`src/rtl/mcu_core_fsm.sv`:
```
// mcu_core_fsm: multi-cycle accumulator MCU core sharing one req/ack word-addressed memory for fetch and data
module mcu_core_fsm #(
  parameter int DW = 16,
  parameter int AW = 12,
  parameter logic [AW-1:0] RESET_PC = '0
) (
  input  logic          clock,
  input  logic          reset_n,
  output logic          mem_req,
  output logic          mem_we,
  output logic [AW-1:0] mem_addr,
  output logic [DW-1:0] mem_wdata,
  input  logic [DW-1:0] mem_rdata,
  input  logic          mem_ack,
  output logic [AW-1:0] pc,
  output logic [DW-1:0] acc,
  output logic [1:0]    flags,
  output logic          halted
);
  typedef enum logic [2:0] {IDLE, FETCH, DECODE, MEM, HALT} state_t;
  state_t state;
  logic [DW-1:0] ir;
  logic [3:0] op;
  logic [AW-1:0] c;
  logic is_mem, n, z;
  assign op = ir[DW-1:DW-4];
  assign c = ir[AW-1:0];
  assign is_mem = op inside {4'h0, 4'h1, 4'h3, 4'h4, 4'h6, 4'h7, 4'h8, 4'h9};
  always_comb begin
    mem_req = state == FETCH || state == MEM;
    mem_we = state == MEM && op == 4'h3;
    mem_addr = state == MEM ? c : pc;
    mem_wdata = acc;
    flags = {n, z};
    halted = state == HALT;
  end
  always_ff @(posedge clock or negedge reset_n)
    if (!reset_n) begin
      state <= IDLE;
      pc <= RESET_PC;
      acc <= '0;
      n <= 1'b0;
      z <= 1'b0;
      ir <= '0;
    end else
      case (state)
        IDLE: state <= FETCH;
        FETCH:
          if (mem_ack) begin
            ir <= mem_rdata;
            pc <= pc + 1'b1;
            state <= DECODE;
          end
        DECODE: begin
          state <= op == 4'hF ? HALT : is_mem ? MEM : FETCH;
          case (op)
            4'h2: pc <= c;
            4'h5: if (z) pc <= c;
            4'hA: if (n) pc <= c;
            4'hB: acc <= acc << 1;
            4'hC: acc <= acc >> 1;
            4'hD: acc <= DW'(c);
            default: ;
          endcase
        end
        MEM:
          if (mem_ack) begin
            state <= FETCH;
            case (op)
              4'h0: acc <= mem_rdata;
              4'h1: acc <= acc + mem_rdata;
              4'h4: begin
                n <= mem_rdata < acc;
                z <= mem_rdata == acc;
              end
              4'h6: acc <= acc - mem_rdata;
              4'h7: acc <= acc & mem_rdata;
              4'h8: acc <= acc | mem_rdata;
              4'h9: acc <= acc ^ mem_rdata;
              default: ;
            endcase
          end
        default: state <= HALT;
      endcase
endmodule
```
`config.mk`:
```
export PLATFORM = sky130hd
export DESIGN_NAME = mcu_core_fsm
export DESIGN_NICKNAME = d
export VERILOG_FILES = /design/src/rtl/mcu_core_fsm.sv
export SDC_FILE = /design/constraint.sdc
export NUM_CORES = 1
export LEC_CHECK = 0
export CORE_ASPECT_RATIO = 0.7
export CORE_MARGIN = 3
export CORE_UTILIZATION = 46
export DETAILED_ROUTE_END_ITERATION = 8
export GPL_TIMING_DRIVEN = 1
export PLACE_DENSITY = 0.72
export SLEW_MARGIN = 25
export SYNTH_ARGS = -nofsm -noshare
export SYNTH_HDL_FRONTEND = slang
export SYNTH_SLANG_ARGS = --single-unit
```
`constraint.sdc`:
```
create_clock -name clock -period 3.4 [get_ports clock]
set_input_delay 0.85 -clock clock [delete_from_list [all_inputs] [get_ports clock]]
set_output_delay 0.85 -clock clock [all_outputs]
set_load 0.1 [all_outputs]
```
==> results.cfg <==
[worst_setup_path]
crit_path_max_incr_delay_ns = 0.48
worstSetupPathType = in -> reg
crit_fanout = 3
arrival_ns = 3.53
required_ns = 3.58
endpoint_kind = flip-flop
cp_slowest_cell = clkdlybuf4s50_1
worst-path-buf-inv = 2
cpMostUsedCell = a221oi_1
crit_path_start_kind = primary input
cp_top_family = compound AO/OA/AOI/OAI gates
crit_chain = clkdlybuf4s50_1 > inv_1 > ha_1 > o21ba_2 > nand2b_1 > a2111oi_4 > a221oi_1 > mux2_1 > a221oi_1 > a211oi_1

[synthesis]
synth_edf_count = 0
synth-seq-area-share_pct = 22.2
syn_inst = 715
ys_warn_count = 0
avgSynthCellArea_um2 = 7.71
synth_seq_cells = 49
synth_area_um2 = 5520
synthFlopType = dfrtp_1
syn_nets = 788
async_reset_ff_share_pct = 100
synth_cell_types = 76

[floorplan]
fp.dieW_um = 137
die_area_um2 = 13400
initial_core_util_pct = 48.5
core_um2 = 11400
ios = 80
die_h_um = 97.6
num_rows = 32

[clocking]
htreeDepth = 2
cts_buffer_depth = 2
tritoncts_num_sinks = 49
tritoncts = done
clk_pin_slew_worst_paths_ns = 0.08
cts_hold_buffers = 0
cts_buffers = 5
cts.root.buffer_cell = clkbuf_16
clk_latency_ns = 0.31

[global_route]
use_met1_pct = 49.7
grt_overflow = 0
use_met2_pct = 44.2
track_usage_pct = 31.9
use_met3_pct = 7.30
grt_pass1_vias = 5817
antenna_found_initial = 0
grt_busiest_layer = met1
grt_start_max_net_pins = 50
grt_pass1_wl_um = 33200

[route]
ant_nets = 0
dr.pass1.iters = 6
drt-wirelength-per-cell_um = 21.5
vias = 6229
vias_per_cell = 6.22
drt_iter0_markers = 780
wirelength_um = 21500
drc = 0

[placement]
place_hpwl_um = 16100
gp_congestion = 0.958
dpl_cell_area_um2 = 7050
dp_slack_ns = -0.366
portBuffers = 79

[sta]
setup_violations = 0
hold_ws_ns = 0.564
hold_viol = 0
slew_headroom_pct = 42.6
tightest_slew_ns = 0.861
finalWorstSetupSlack_ns = 0.0545
worst_clock_skew_ns = 0.0144
rsz0062_at_grt = yes
period_minus_slack_ns = 3.35
slew_viol_final = 0
max_clock_freq_ghz = 0.299
period_share_pct = 98.4

[run]
drv_cap = 0

[finish]
drive_gt1_share_pct = 27.3
fin_area_um2 = 7300
n_fill_cell = 1009
final_nets = 921
syn2layout_area_growth_pct = 32.4
diodes = 0

[outcome]
status = finished clean

[worst_hold_path]
hp-class = reg -> reg
==> final cells by class <==
| cell class | count | area [um^2] | share of cell area (%) |
|---|---|---|---|
| clock buffers | 7 | 143 | 1.95 |
| clock inverters | 1 | 30.0 | 0.411 |
| inverters | 50 | 188 | 2.57 |
| multi-input cells | 552 | 3890 | 53.3 |
| flip-flops and latches | 49 | 1230 | 16.8 |
| well taps | 153 | 191 | 2.62 |
| repair buffers | 190 | 1630 | 22.4 |
==> final timing paths <==
path | from | endpoint | slack (ns) | cells past startpoint
min in group asynchronous | reset_n | ir[14] | 0.66 | 2
max reg2reg | acc[7] | acc[13] | 0.59 | 8
min reg2reg | ir[4] | ir[4] | 0.56 | 1
min | ir[4] | ir[4] | 0.56 | 1
max in group asynchronous | reset_n | ir[7] | 2.25 | 2
max | mem_rdata[1] | acc[13] | 0.05 | 10
==> per-stage QoR <==
stage	utilization [%]	instances	TNS (ns)
floorplan	-	715	-0.0788
global placement	62.0	993	-1.94
detailed placement	62.0	993	-2.28
CTS	63.5	1001	0
global route	64.2	1002	-0.0327
finish	64.2	1002	0
==> what timing repair did <==
item | 4_1_cts | 5_1_grt
setup endpoints to repair | 1 | 7
hold endpoints to repair | 0 | 0
resized for setup | 1 | 16
cloned | 0 | 0
setup buffers | 0 | 1
pin swaps | 0 | 3
==> registers in the layout, indices dropped and copies added (netlist names) <==
signal  cells
ir         16
n           1
state       3
z           1
acc        16
pc         12
==> kinds of logic after synthesis <==
| kind of cell | after synthesis | share of synthesized area, % |
|---|---|---|
| and+or+nand+nor | 219 | 19.0 |
| xor gates and xnor gates | 7 | 1.11 |
| buffers and inverters | 114 | 9.69 |
| adders and majority gates | 54 | 12.5 |
| AOI/OAI and AO/OA | 244 | 30.0 |
| muxes | 28 | 5.44 |
| DFF | 49 | 22.2 |
==> routing by layer <==
layer / up-vias / share of wire [%]
met5: - / 0
met4: 0 / 1.8
met3: 39 / 11
met2: 382 / 41
met1: 2974 / 46
li1: 2834 / -
==> synthesized netlist by cell type, drive strengths merged, types with 11 or more instances <==
cell type | instances | area, um^2
a21o | 11 | 82.6
a21oi | 76 | 380
a221oi | 13 | 126
a22oi | 12 | 90.1
buf | 36 | 238
clkbuf | 28 | 109
dfrtp | 49 | 1230
ha | 52 | 651
inv | 50 | 188
mux2 | 16 | 180
mux2i | 12 | 120
nand2 | 80 | 300
nand3 | 21 | 105
nor2 | 51 | 194
nor3 | 16 | 96.4
o21ai | 50 | 254
==> cells in the final DEF (no fill, tap or decap), types with 10 or more instances in the layout <==
cell             synthesis  final
nand2_1                 80     71
a221oi_1                11     10
mux2_1                  10     10
a21oi_1                 76     73
nand3_1                 21     21
a22oi_1                 12     12
o21ai_0                 30     27
nor2_1                  50     50
ha_1                    52     46
mux2i_1                 12     12
inv_1                   49     49
o21ai_1                 19     19
buf_4                   19    159
nor3_1                  14     14
buf_12                   0     13
a21o_1                  11     11
clkdlybuf4s50_1          0     16
dfrtp_1                 49     49
Power is not shown: default switching activity piles up to over one toggle a cycle in this logic, so the estimate is an artifact.
